--- src/rtl/ysyx_22050078_pipe_hs_reg_pkg.sv ---
// Shared bundle widths, bubble encodings and handshake state helpers
// for the handshaked stage registers between pipeline stages.
package ysyx_22050078_pipe_hs_reg_pkg;

  localparam int CPU_WIDTH = 32;
  localparam int REG_ADDRW = 5;

  localparam int ID_EX_W = 4*CPU_WIDTH+REG_ADDRW+16;
  localparam int EX_LS_W = 3*CPU_WIDTH+REG_ADDRW+6;
  localparam int LS_WB_W = CPU_WIDTH+REG_ADDRW+1;

  // All-zero bundles: rdwen, lden and sten stay low.
  localparam logic [ID_EX_W-1:0] ID_EX_BUBBLE = '0;
  localparam logic [EX_LS_W-1:0] EX_LS_BUBBLE = '0;
  localparam logic [LS_WB_W-1:0] LS_WB_BUBBLE = '0;

  typedef enum logic [1:0] {
    EMPTY = 2'd0,
    BUSY  = 2'd1,
    FULL  = 2'd2
  } hs_state_e;

  function automatic hs_state_e hs_state(
    input logic m,
    input logic s
  );
    if (s)      return FULL;
    else if (m) return BUSY;
    else        return EMPTY;
  endfunction

endpackage

--- src/rtl/ysyx_22050078_pipe_hs_reg_slot.sv ---
// One storage slot: a valid bit plus a payload register.
// Init wins over load, load wins over clear; clear keeps the payload.
module ysyx_22050078_pipe_slot
  import ysyx_22050078_pipe_hs_reg_pkg::*;
#(
  parameter int               WIDTH     = EX_LS_W,
  parameter logic [WIDTH-1:0] RESET_VAL = '0
) (
  input  logic             i_clk,
  input  logic             i_init,
  input  logic             i_load,
  input  logic             i_clear,
  input  logic [WIDTH-1:0] i_din,
  output logic             o_valid,
  output logic [WIDTH-1:0] o_dout
);

  always_ff @(posedge i_clk) begin
    if (i_init) begin
      o_valid <= 1'b0;
      o_dout  <= RESET_VAL;
    end else if (i_load) begin
      o_valid <= 1'b1;
      o_dout  <= i_din;
    end else if (i_clear) begin
      o_valid <= 1'b0;
    end
  end

endmodule

--- src/rtl/ysyx_22050078_pipe_hs_reg.sv ---
// Handshaked pipeline register with flush and optional skid slot.
// With SKID=1 the upstream ready comes from registers only.
module ysyx_22050078_pipe_hs_reg
  import ysyx_22050078_pipe_hs_reg_pkg::*;
#(
  parameter int               WIDTH     = EX_LS_W,
  parameter logic [WIDTH-1:0] RESET_VAL = EX_LS_BUBBLE,
  parameter bit               SKID      = 1'b1
) (
  input  logic             i_clk,
  input  logic             i_rst,
  input  logic             i_flush,
  input  logic             i_valid,
  output logic             o_ready,
  input  logic [WIDTH-1:0] i_din,
  output logic             o_valid,
  input  logic             i_ready,
  output logic [WIDTH-1:0] o_dout,
  output logic [1:0]       o_count
);

  logic m_valid;
  logic s_valid;
  logic accept;
  logic pop;
  logic init;
  logic m_load;
  logic m_clear;
  logic [WIDTH-1:0] m_din;

  assign init    = i_rst | i_flush;
  assign accept  = i_valid & o_ready;
  assign pop     = m_valid & i_ready;
  assign o_valid = m_valid;
  assign o_count = {1'b0, m_valid} + {1'b0, s_valid};

  ysyx_22050078_pipe_slot #(
    .WIDTH    (WIDTH),
    .RESET_VAL(RESET_VAL)
  ) u_m (
    .i_clk  (i_clk),
    .i_init (init),
    .i_load (m_load),
    .i_clear(m_clear),
    .i_din  (m_din),
    .o_valid(m_valid),
    .o_dout (o_dout)
  );

  generate
    if (SKID) begin : g_skid
      hs_state_e        st;
      logic             s_load;
      logic             s_clear;
      logic [WIDTH-1:0] s_dout;

      assign st      = hs_state(m_valid, s_valid);
      assign o_ready = ~i_rst & ~s_valid;

      always_comb begin
        m_load  = 1'b0;
        m_clear = 1'b0;
        s_load  = 1'b0;
        s_clear = 1'b0;
        m_din   = i_din;
        unique case (st)
          EMPTY: m_load = accept;
          BUSY: begin
            m_load  = accept & pop;
            m_clear = pop & ~accept;
            s_load  = accept & ~pop;
          end
          FULL: begin
            // Head leaves: the parked beat slides into M.
            m_load  = pop;
            s_clear = pop;
            m_din   = s_dout;
          end
          default: ;
        endcase
      end

      ysyx_22050078_pipe_slot #(
        .WIDTH    (WIDTH),
        .RESET_VAL(RESET_VAL)
      ) u_s (
        .i_clk  (i_clk),
        .i_init (init),
        .i_load (s_load),
        .i_clear(s_clear),
        .i_din  (i_din),
        .o_valid(s_valid),
        .o_dout (s_dout)
      );
    end else begin : g_single
      assign s_valid = 1'b0;
      assign o_ready = ~i_rst & (~m_valid | i_ready);
      assign m_din   = i_din;
      assign m_load  = accept;
      assign m_clear = pop & ~accept;
    end
  endgenerate

endmodule

--- config.mk ---
export PLATFORM = sky130hd
export DESIGN_NAME = ysyx_22050078_pipe_hs_reg
export DESIGN_NICKNAME = d
export VERILOG_FILES = /design/src/rtl/ysyx_22050078_pipe_hs_reg_pkg.sv /design/src/rtl/ysyx_22050078_pipe_hs_reg_slot.sv /design/src/rtl/ysyx_22050078_pipe_hs_reg.sv
export SDC_FILE = /design/constraint.sdc
export NUM_CORES = 1
export LEC_CHECK = 0
export ABC_AREA = 1
export CAP_MARGIN = 5
export CORE_UTILIZATION = 55
export CTS_BUF_LIST = sky130_fd_sc_hd__clkbuf_16
export DETAILED_ROUTE_END_ITERATION = 10
export GPL_ROUTABILITY_DRIVEN = 0
export PLACE_DENSITY = 0.89
export SKIP_LAST_GASP = 1
export SYNTH_ARGS = -nofsm -noshare
export SYNTH_HDL_FRONTEND = slang
export SYNTH_SLANG_ARGS = --single-unit
--- constraint.sdc ---
create_clock -name i_clk -period 4.2 [get_ports i_clk]
set_input_delay 0.84 -clock i_clk [delete_from_list [all_inputs] [get_ports i_clk]]
set_output_delay 0.84 -clock i_clk [all_outputs]
set_load 0.005 [all_outputs]
# Word-level counts from Yosys, hierarchy flattened
# Index checks and enable logic that the tools add are counted.
# classes
addsub,1
n_eq_ne,2
n_mux,11
bitwise_logic,11
reduce_logical,3
# ops
op,count
two-way mux 107 bit,1
two-way mux 1 bit,8
AND 1 bit,6
NOT 1 bit,4
nonzero test 2 bit,2
case mux 1 bit (3 select lines),1
adder 1 x 1 -> 2 bit,1
"== test 2 x 1 -> 1 bit, second input constant",1
"== test 2 bit, second input constant",1
logical NOT 2 bit,1
two-way mux 2 bit,1
OR 1 bit,1
# word_totals
register_bits,216
in_bits,112
elab_cells,32

# Longest topological paths before layout
# Gate-level depths: netlist of the first run.
# logic_depth
word_depth,8
depth_mapped,12

# Cells and area by module
# Synthesis of the first run repeated with hierarchy kept, for this count alone.
# unflattened
cells_unflattened,1304
hier_area_um2,8913.5
# modules_own_cells
mod,n_inst,cells_per_inst,area_each_um2,seq_area_each_um2
ysyx_22050078_pipe_slot,2,468,3716.1,2162.1
ysyx_22050078_pipe_hs_reg,1,368,1481.4,0.0

# Worst setup path before layout of the first run
# Ideal clock, no wire load.
# synth_timing
path_type,register to register
startpoint,register g_skid.u_s.o_valid
endpoint,register g_skid.u_s.o_dout[77]
setup_ns,0.113
arrival_ns,1.868
t_required_ns,4.087
slack_ns,2.219
stages_incl_launch_ff,12
synth_period_minus_slack_ns,1.981
path_cell_list,dfxtp_1 -> inv_2 -> buf_2 -> buf_1 -> ha_1 -> inv_2 -> nor2_2 -> nand2_8 -> buf_6 -> buf_2 -> o21ai_1 -> nor2_1
# synth_between
elab_chain_cells,5
elab_cells_between_ends,7
classes_between,eq/ne: 1; mux: 2; bitwise: 4
# synth_lines
element,line,rtl
"start, declared",ysyx_22050078_pipe_hs_reg_slot.sv:14,"output logic o_valid,"
"start signal, assigned",ysyx_22050078_pipe_hs_reg_slot.sv:20,o_valid <= 1'b0;
"start signal, assigned",ysyx_22050078_pipe_hs_reg_slot.sv:23,o_valid <= 1'b1;
"start signal, assigned",ysyx_22050078_pipe_hs_reg_slot.sv:26,o_valid <= 1'b0;
NOT 1 bit,ysyx_22050078_pipe_hs_reg.sv:58,assign o_ready = ~i_rst & ~s_valid;
AND 1 bit,ysyx_22050078_pipe_hs_reg.sv:58,
AND 1 bit,ysyx_22050078_pipe_hs_reg.sv:32,assign accept = i_valid & o_ready;
AND 1 bit,ysyx_22050078_pipe_hs_reg.sv:71,s_load = accept & ~pop;
two-way mux 1 bit *,ysyx_22050078_pipe_hs_reg.sv:66,unique case (st)
"end signal, assigned",ysyx_22050078_pipe_hs_reg_slot.sv:24,o_dout <= i_din;
"end, declared",ysyx_22050078_pipe_hs_reg_slot.sv:15,output logic [WIDTH-1:0] o_dout
# Mark *: on every way between the ends. The rest lies on a longest branch, timed or not.
# A chain may end at the register's enable or synchronous reset.

# Final worst setup path of the first run
# layout_timing
startpoint,register g_skid.u_s.o_valid
endpoint,output o_count[0]
# layout_between
elab_chain_cells,1
# layout_lines
element,line,rtl
adder 1 x 1 -> 2 bit,ysyx_22050078_pipe_hs_reg.sv:35,"assign o_count = {1'b0, m_valid} + {1'b0, s_valid};"
"end, declared",ysyx_22050078_pipe_hs_reg.sv:19,output logic [1:0] o_count
# No other way between the ends.

==> summary.md, run 1 <==
| Metric | Value |
|---|---|
| Outcome | `finished, final reports clean` |
| Initial antenna violation count | `2` |
| Synth Cell Area | `9960 um^2` |
| H-tree levels | `1` |
| HP Class | `flip-flop to flip-flop` |
| Critical Path End Type | `output port` |
| Max_cap viols | `0` |
| Total length of routed wires | `26,100 um` |
| Vias in the first global route | `8,817` |
| I/O Pins | `223` |
| CP max FO | `61` |
| Hold Buf Count CTS | `0` |
| CTS sink count | `216` |
| WL/cell | `13.6 um` |
| Die height | `137 um` |
| Clock buffer count from CTS | `23` |
| Synth Warn # | `0` |
| CTS resizes | `0` |
| Setup TNS | `0 ns` |
| CORE AREA | `17,500 um^2` |
| Die area | `18,600 um^2` |
| Final Hold Vio Count | `0` |
| Fraction of layout cells with a size suffix above 1 | `3.30%` |
| Count leader, synth | `nand2_1` |
| Max_slew headroom | `27.1%` |
| Hold depth | `2` |
| Crit start category | `flip-flop` |
| Worst Tran Pin Value | `1.09 ns` |
| Number of distinct library cells after synthesis | `24` |
| Final period util | `72.1%` |
| Final non-filler cell total | `1,925` |
| Placed Instances | `1,882` |
| Final HPWL DP | `15,300 um` |
| Largest net degree at the start of global routing | `154` |
| Die Span X | `137 um` |
| Register area share after synthesis | `43.4%` |
| Final setup fails | `0` |
| Clock slew at reported path FFs | `0.06 ns` |
| Synth Flop Type | `dfxtp_1` |
| Synth top area share | `43.4%` |
| Fin crit period | `3.03 ns` |
| Crit path arrival time | `2.19 ns` |
| Via density | `5.17` |
| Slew Viols, Final | `0` |
| R2R depth | `8` |
| Maximum root-to-sink buffer count | `3` |
| First-pass GRT wire length | `41,900 um` |
| Post-synth EDFFs | `0` |
| Detailed Route Iter0 Violations | `887` |
| Yosys reg bits | `216` |
| Max IR drop VDD | `0.358 mV` |
| Pre-antenna DRT Iters | `7` |
| Area Overhead vs Synth | `28.0%` |
| GR Overflow Total | `0` |
| Port bufs | `222` |
| Power per cell area | `354 nW/um^2` |
| Asr flop ratio synth | `0%` |
| Leak | `5.55 nW` |
| Post-CTS setup buffer count | `0` |
| Setup CP Type | `flip-flop to output port` |
| Via count | `9,958` |
| GRT Util Overall | `27.5%` |
| Skew final | `0.00915 ns` |
| DRC | `0` |
| CTS tree | `done` |
| Synth Instances | `1,539` |
| RSZ-0062 raised after global routing | `no` |
| Max Clk Rate | `330 MHz` |
| # rows | `48` |
| Layout Nets | `1,797` |
| Skew-Pair Late Insertion Delay | `0.50 ns` |
| Final ANT Viol Nets | `0` |
| Top post-synthesis cells by count | `nand2_1, nor2_1, dfxtp_1` |
| Initial Utilization | `57.0%` |
| Avg Inst Size Synth | `6.47 um^2` |
| Synthesized Nets | `1,654` |
| Area contributors post-synth | `dfxtp_1, nand2_1, nor2_1` |
| Top cell type by total area after synthesis | `dfxtp_1` |
| CP required | `3.36 ns` |
| Root Driver | `clkbuf_16` |
## metal layers
layer  wire length [um]  share of wire (%)  GRT usage [%]
met5                  0                  0              0
met2              12300                 47           45.5
met4               1010                3.9           11.4
met1              10900                 42           35.0
met3               1910                7.3           5.11
## kinds of logic after synthesis
logic type,share of synthesized area (%)
and+or+nand+nor,34.9
buffers and inverters,10.4
AOI/OAI and AO/OA,10.9
DFF,43.4
adders and majority gates,0.377
## path summary, 6_finish.rpt
check,slack (ns),to,startpoint
setup / recovery,1.17,o_count[0],g_skid.u_s.o_valid$_SDFFE_PP0P_
hold / removal,0.48,g_skid.u_s.o_dout[20]$_SDFFE_PP0P_,g_skid.u_s.o_dout[20]$_SDFFE_PP0P_
setup reg to reg,1.41,u_m.o_dout[26]$_SDFFE_PP0P_,g_skid.u_s.o_valid$_SDFFE_PP0P_
hold reg to reg,0.48,g_skid.u_s.o_dout[20]$_SDFFE_PP0P_,g_skid.u_s.o_dout[20]$_SDFFE_PP0P_
## power by group
part	switching [mW]	leakage, nW	internal (mW)	total [mW]
sequential	0.0246	1.75	2.09	2.12
combinational	0.240	3.43	0.247	0.487
clock	0.800	0.368	1.11	1.91
total	1.06	5.55	3.45	4.52
## registers in the layout, indices dropped and copies added (netlist names)
| signal | flops |
|---|---|
| g_skid.u_s.o_dout | 107 |
| u_m.o_dout | 107 |
| g_skid.u_s.o_valid | 1 |
| u_m.o_valid | 1 |
## placed cells by master, fill, tap and decap left out, drive strengths merged
cell type	netlist	layout
a21boi	1	1
a21oi	107	107
buf	73	11
bufinv	0	2
clkbuf	42	23
clkdlybuf4s50	0	222
clkinv	0	10
clkinvlp	0	1
dfxtp	216	216
diode	0	2
ha	3	3
inv	118	123
nand2	435	435
nand3	112	112
nor2	324	324
o21ai	108	108
## stage by stage
step | instance area [um^2] | power (mW) | hold slack (ns) | worst slack, ns | util (%)
floorplan | 9960 | 2.41 | 0.454 | 2.22 | -
global placement | 12000 | 2.63 | 0.462 | 1.28 | 68.8
detailed placement | 12000 | 2.64 | 0.471 | 1.19 | 68.8
CTS | 12700 | 4.55 | 0.486 | 1.14 | 72.9
global route | 12700 | 4.69 | 0.501 | 1.07 | 72.9
finish | 12700 | 4.52 | 0.482 | 1.17 | 72.9
## critical path, cell delays in order (launching register included)
cell,delay (ns)
dfxtp_4,0.35
inv_4,0.48
ha_1,0.35
clkdlybuf4s50_1,0.50
## cell type report
| type | instances | area [um^2] |
|---|---|---|
| clock buffers | 23 | 576 |
| inverters | 118 | 448 |
| repair buffers | 233 | 2370 |
| well taps | 225 | 282 |
| flip-flops and latches | 216 | 4330 |
| multi-input cells | 1090 | 4600 |
| fillers | 1443 | 4740 |
| diodes | 2 | 5.00 |
| clock inverters | 18 | 131 |
Power figures use the tool's default switching activity.
==> inputs of run 2 (changes only) <==
--- a/config.mk
+++ b/config.mk
@@ -7,11 +7,11 @@
 export LEC_CHECK = 0
 export ABC_AREA = 1
 export CAP_MARGIN = 5
-export CORE_UTILIZATION = 55
+export CORE_UTILIZATION = 51
 export CTS_BUF_LIST = sky130_fd_sc_hd__clkbuf_16
 export DETAILED_ROUTE_END_ITERATION = 10
 export GPL_ROUTABILITY_DRIVEN = 0
-export PLACE_DENSITY = 0.89
+export PLACE_DENSITY = 0.84
 export SKIP_LAST_GASP = 1
 export SYNTH_ARGS = -nofsm -noshare
 export SYNTH_HDL_FRONTEND = slang
==> constraint.sdc (replaced) <==
create_clock -name i_clk -period 3.05 [get_ports i_clk]
set_input_delay 0.61 -clock i_clk [delete_from_list [all_inputs] [get_ports i_clk]]
set_output_delay 0.61 -clock i_clk [all_outputs]
set_load 0.005 [all_outputs]
==> summary.md, run 2 (synthesis results as in run 1) <==
| Metric | Value |
|---|---|
| Area Overhead vs Synth | `30.8%` |
| Final setup fails | `0 (unchanged)` |
| Fillers | `1,572 (+8.9%)` |
| DRC | `0 (unchanged)` |
| RSZ-0062 raised after global routing | `no` |
| Max_cap viols | `0 (unchanged)` |
| Max IR drop VDD | `0.494 mV (+38%)` |
| Final period util | `91.0%` |
| Flop-to-flop setup slack | `0.80 ns (-0.61 ns)` |
| R2R depth | `8 (unchanged)` |
| Commonest non-fill, non-tap cell in the layout | `nand2_1` |
| Levels on crit path | `3 (unchanged)` |
| Pre-antenna DRT Iters | `5 (-2)` |
| CP max FO | `52 (-15%)` |
| Skew-Pair Late Insertion Delay | `0.51 ns (about the same)` |
| Port bufs | `222 (unchanged)` |
| Leak | `5.67 nW (+2.2%)` |
| I/O Pins | `223 (unchanged)` |
| Critical Path End Type | `output port` |
| Detailed Route Iter0 Violations | `610 (-31%)` |
| CTS sink count | `216 (unchanged)` |
| H-tree levels | `1 (unchanged)` |
| Final Hold Vio Count | `0 (unchanged)` |
| Worst path max stage delay | `0.52 ns (+0.02 ns)` |
| Setup CP Type | `flip-flop to output port` |
| Crit path arrival time | `2.17 ns (-0.02 ns)` |
| First-pass GRT wire length | `42,300 um (+0.99%)` |
| Via count | `9,916 (-0.42%)` |
| Die Span X | `142 um (+3.8%)` |
| CP required | `2.44 ns (-0.92 ns)` |
| Fin crit period | `2.78 ns` |
| Fraction of layout cells with a size suffix above 1 | `3.80% (+0.51 points)` |
| Setup TNS | `0 ns (unchanged)` |
| Max_slew headroom | `54.3% (+27 points)` |
| Top flop regs | `g_skid.u_s.o_dout (107), u_m.o_dout (107)` |
| Vias in the first global route | `8,806 (-0.12%)` |
| DP Worst Slack | `0.552 ns (-0.640 ns)` |
| Worst path top cell family by delay | `buffers and inverters` |
| Initial antenna violation count | `1 (-1)` |
| CTS tree | `done` |
| Post-CTS setup buffer count | `0 (unchanged)` |
| HP Class | `flip-flop to flip-flop` |
| WP buf/inv | `2 (unchanged)` |
| Hold depth | `2 (unchanged)` |
| CP Cell Sequence | `buf_4 -> ha_1 -> clkdlybuf4s50_1` |
| Clock slew at reported path FFs | `0.06 ns (about the same)` |
| Outcome | `finished, final reports clean` |
| Max Clk Rate | `360 MHz` |
| Via density | `5.03 (-2.7%)` |
| Final non-filler cell total | `1,970 (+2.3%)` |
| Power per cell area | `500 nW/um^2 (+41%)` |
| Initial Utilization | `52.7% (-4.3 points)` |
| Total length of routed wires | `26,100 um (-0.22%)` |
| Slowest CP cell | `clkdlybuf4s50_1` |
| GRT Util Overall | `25.6% (-1.9 points)` |
| Clock buffer count from CTS | `24 (+4.3%)` |
| # rows | `50 (+4.2%)` |
| WL/cell | `13.2 um (-2.5%)` |
| Slew Viols, Final | `0 (unchanged)` |
| Placed Instances | `1,927 (+2.4%)` |
| Layout Nets | `1,808 (+0.61%)` |
| Most frequent cells in the layout | `nand2_1, nor2_1, clkdlybuf4s50_1, dfxtp_1, inv_1` |
| Worst Tran Pin Value | `0.686 ns (-0.408 ns)` |
| Die area | `20,100 um^2 (+7.7%)` |
| Hold Buf Count CTS | `0 (unchanged)` |
| Largest net degree at the start of global routing | `109 (-29%)` |
| CTS resizes | `0 (unchanged)` |
| Root Driver | `clkbuf_16` |
| Skew final | `0.0151 ns (+0.00594 ns)` |
| Maximum root-to-sink buffer count | `3 (unchanged)` |
| Final ANT Viol Nets | `0 (unchanged)` |
| Final HPWL DP | `15,700 um (+2.8%)` |
| Crit start category | `flip-flop` |
| GR Overflow Total | `0 (unchanged)` |
| Die height | `142 um (+3.8%)` |
| Worst Setup Slack, final | `0.274 ns (-0.896 ns)` |
| CORE AREA | `18,900 um^2 (+8.1%)` |
## run 2: cell count changes in the layout (fill, tap and decap cells not counted), sizes merged, moves of 2 or more
cell	previous run	this run
clkinv	10	6
buf	11	21
inv	123	125
bufinv	2	4
clkbuf	23	25
## run 2: final cells by class
type / count / area (um^2) / area share [%]
multi-input combinational: 1090 / 4600 / 35.4
sequential: 216 / 4330 / 33.2
timing repair buffer: 243 / 2520 / 19.3
clock inverter: 17 / 171 / 1.32
clock buffer: 25 / 626 / 4.80
tap: 260 / 325 / 2.50
antenna: 1 / 2.50 / 0.0192
inverter: 118 / 448 / 3.44
## run 2: stage by stage
stage          cell area, um^2  hold slack [ns]  utilization [%]  total power [mW]
4_1_cts                  13000            0.486             68.9              6.55
2_1_floorplan             9960            0.454                -              3.32
3_3_place_gp             12200            0.462             64.7              3.64
3_5_place_dp             12200            0.472             64.7              3.65
5_1_grt                  13000            0.498             68.9              6.75
6_report                 13000            0.480             68.9              6.52
## run 2: metal layers
| layer | GRT usage (%) | part of all wire [%] | vias up |
|---|---|---|---|
| met4 | 7.98 | 2.1 | 0 |
| met3 | 5.57 | 7.1 | 44 |
| met1 | 32.0 | 42 | 4490 |
| li1 | - | - | 5075 |
| met5 | 0 | 0 | - |
| met2 | 43.8 | 49 | 307 |
## run 2: path summary, 6_finish.rpt
kind,from,to
setup reg to reg,g_skid.u_s.o_valid$_SDFFE_PP0P_,u_m.o_dout[40]$_SDFFE_PP0P_
setup / recovery,g_skid.u_s.o_valid$_SDFFE_PP0P_,o_count[1]
hold / removal,g_skid.u_s.o_dout[33]$_SDFFE_PP0P_,g_skid.u_s.o_dout[33]$_SDFFE_PP0P_
hold reg to reg,g_skid.u_s.o_dout[33]$_SDFFE_PP0P_,g_skid.u_s.o_dout[33]$_SDFFE_PP0P_
## run 2: power breakdown
group	switching, mW	internal [mW]
registers	0.0337	2.88
logic	0.327	0.354
clock network	1.12	1.80
## run 2: worst reg2reg max path, stage by stage, from the launching register on
cell and delay (ns):
dfxtp_4 0.35, inv_4 0.31, ha_1 0.28, nand3_1 0.11, nand2_1 0.18, nand2_8 0.31, buf_4 0.34, a21oi_1 0.16
nor2_1 0.07
==> inputs of run 3 (changes only) <==
--- a/config.mk
+++ b/config.mk
@@ -11,7 +11,7 @@
 export CTS_BUF_LIST = sky130_fd_sc_hd__clkbuf_16
 export DETAILED_ROUTE_END_ITERATION = 10
 export GPL_ROUTABILITY_DRIVEN = 0
-export PLACE_DENSITY = 0.84
+export PLACE_DENSITY = 0.81
 export SKIP_LAST_GASP = 1
 export SYNTH_ARGS = -nofsm -noshare
 export SYNTH_HDL_FRONTEND = slang
==> summary.md, run 3 (synthesis results as in run 1) <==
| Metric | Value |
|---|---|
| DRC | `0 (unchanged)` |
| CTS sink count | `216 (unchanged)` |
| Max IR drop VDD | `0.371 mV (-25%)` |
| CP required | `2.44 ns (about the same)` |
| Max_slew headroom | `55.6% (+1.3 points)` |
| Total length of routed wires | `25,600 um (-1.9%)` |
| Skew final | `0.00752 ns (-0.00757 ns)` |
| Detailed Route Iter0 Violations | `613 (+0.49%)` |
| Most frequent cells in the layout | `nand2_1, nor2_1, clkdlybuf4s50_1, dfxtp_1, inv_1` |
| CTS tree | `done` |
| Sw frac | `23.5% (+0.76 points)` |
| Outcome | `finished, final reports clean` |
| Cell-internal power | `4.75 mW (-5.6%)` |
| Die height | `142 um (unchanged)` |
| Final ANT Viol Nets | `0 (unchanged)` |
| GRT Util Overall | `24.9% (-0.72 points)` |
| Sequential power share | `46.9% (+2.2 points)` |
| Setup CP Type | `flip-flop to output port` |
| Max Clk Rate | `352 MHz (-2.3%)` |
| Fin crit period | `2.84 ns (+0.0659 ns)` |
| Worst Setup Slack, final | `0.209 ns (-0.0659 ns)` |
| Final Hold Vio Count | `0 (unchanged)` |
| Area Overhead vs Synth | `29.5%` |
| Switching pwr | `1.46 mW (-1.5%)` |
| CTS resizes | `0 (unchanged)` |
| Worst reg2reg startpoint | `g_skid.u_s.o_valid$_SDFFE_PP0P_` |
| HP Class | `flip-flop to flip-flop` |
| Skew-Pair Late Insertion Delay | `0.49 ns (-0.02 ns)` |
| Max_cap viols | `0 (unchanged)` |
| GR Overflow Total | `0 (unchanged)` |
| Via density | `4.97 (-1.3%)` |
| Clock buffer count from CTS | `23 (-4.2%)` |
| Power per cell area | `482 nW/um^2 (-3.8%)` |
| Pre-antenna DRT Iters | `5 (unchanged)` |
| CORE AREA | `18,900 um^2 (unchanged)` |
| Root Driver | `clkbuf_16` |
| Post-CTS setup buffer count | `0 (unchanged)` |
| R2R depth | `9 (+1)` |
| Port bufs | `222 (unchanged)` |
| Crit start category | `flip-flop` |
| Layout Nets | `1,807 (-0.055%)` |
| Top flop regs | `g_skid.u_s.o_dout (107), u_m.o_dout (107)` |
| Vias in the first global route | `8,457 (-4.0%)` |
| WL/cell | `13.0 um (-1.8%)` |
| Reg2reg end | `g_skid.u_s.o_dout[58]$_SDFFE_PP0P_` |
| Final HPWL DP | `15,400 um (-2.1%)` |
| Die Span X | `142 um (unchanged)` |
| Initial Utilization | `52.7% (unchanged)` |
| Via count | `9,778 (-1.4%)` |
| H-tree levels | `1 (unchanged)` |
| Slew Viols, Final | `0 (unchanged)` |
| Final period util | `93.2% (+2.2 points)` |
| Worst Tran Pin Value | `0.666 ns (-0.0198 ns)` |
| # rows | `50 (unchanged)` |
| Clock slew at reported path FFs | `0.06 ns (about the same)` |
| DP Worst Slack | `0.487 ns (-0.0651 ns)` |
| Hold endpoint | `g_skid.u_s.o_dout[48]$_SDFFE_PP0P_` |
| CP max FO | `57 (+9.6%)` |
| Hold Buf Count CTS | `0 (unchanged)` |
| Leak | `5.60 nW (-1.1%)` |
| Initial antenna violation count | `1 (unchanged)` |
| Final setup fails | `0 (unchanged)` |
| Clock Power Share | `42.3% (-2.5 points)` |
| Largest net degree at the start of global routing | `128 (+17%)` |
| RSZ-0062 raised after global routing | `no` |
| Maximum root-to-sink buffer count | `3 (unchanged)` |
| Worst Hold Launch | `g_skid.u_s.o_dout[48]$_SDFFE_PP0P_` |
| Total chip power | `6.21 mW (-4.7%)` |
| Combinational share of power | `10.9% (+0.4 points)` |
| Setup TNS | `0 ns (unchanged)` |
| Flop-to-flop setup slack | `0.85 ns (+0.05 ns)` |
| Fraction of layout cells with a size suffix above 1 | `3.63% (-0.17 points)` |
| Commonest non-fill, non-tap cell in the layout | `nand2_1` |
| Die area | `20,100 um^2 (unchanged)` |
| Hold depth | `2 (unchanged)` |
| Critical Path End Type | `output port` |
| First-pass GRT wire length | `41,600 um (-1.8%)` |
| Crit path arrival time | `2.23 ns (+0.06 ns)` |
| I/O Pins | `223 (unchanged)` |
==> run 3: worst max-delay path by stage <==
stage,from,endpoint,cells past startpoint
floorplan,g_skid.u_s.o_valid$_SDFFE_PP0P_,g_skid.u_s.o_dout[77]$_SDFFE_PP0P_,11
global placement,i_rst,o_ready,5
detailed placement,i_rst,o_ready,5
CTS,g_skid.u_s.o_valid$_SDFFE_PP0P_,o_count[1],3
global route,g_skid.u_s.o_valid$_SDFFE_PP0P_,o_count[1],3
finish,g_skid.u_s.o_valid$_SDFFE_PP0P_,o_count[1],3
==> run 3: power groups by stage <==
stage | registers (mW) | clock network (mW) | logic [mW]
after floorplan | 2.97 | 0 | 0.343
after global placement | 2.97 | 0 | 0.660
after detailed placement | 2.97 | 0 | 0.669
after CTS | 2.91 | 2.68 | 0.677
after global routing | 2.92 | 2.80 | 0.753
final | 2.91 | 2.62 | 0.675
==> run 3: final cells by class <==
class	count	area (um^2)
fill	1692	6000
multi-input combinational	1090	4600
sequential	216	4330
timing repair buffer	243	2490
clock buffer	23	576
inverter	118	448
tap	260	325
clock inverter	16	119
antenna	2	5.00
==> run 3: routing by layer <==
metal / track usage (%) / part of all wire (%) / vias up
li1: - / - / 5064
met1: 32.0 / 44 / 4388
met2: 41.5 / 47 / 279
met3: 5.37 / 6.9 / 47
met4: 7.75 / 2.8 / 0
met5: 0 / 0 / -
==> run 3: through the flow <==
stage          instance area, um^2  hold slack, ns  instances  util, %
2_1_floorplan                 9960           0.454       1539        -
3_3_place_gp                 12200           0.462       1927     64.6
3_5_place_dp                 12200           0.471       1927     64.6
4_1_cts                      12900           0.485       1966     68.2
5_1_grt                      12900           0.501       1967     68.3
6_report                     12900           0.480       1968     68.3
==> run 3: worst max-delay path, stage by stage, from the launching register on <==
cell and delay [ns]:
dfxtp_4 0.36, buf_4 0.53, ha_1 0.26, clkdlybuf4s50_1 0.55
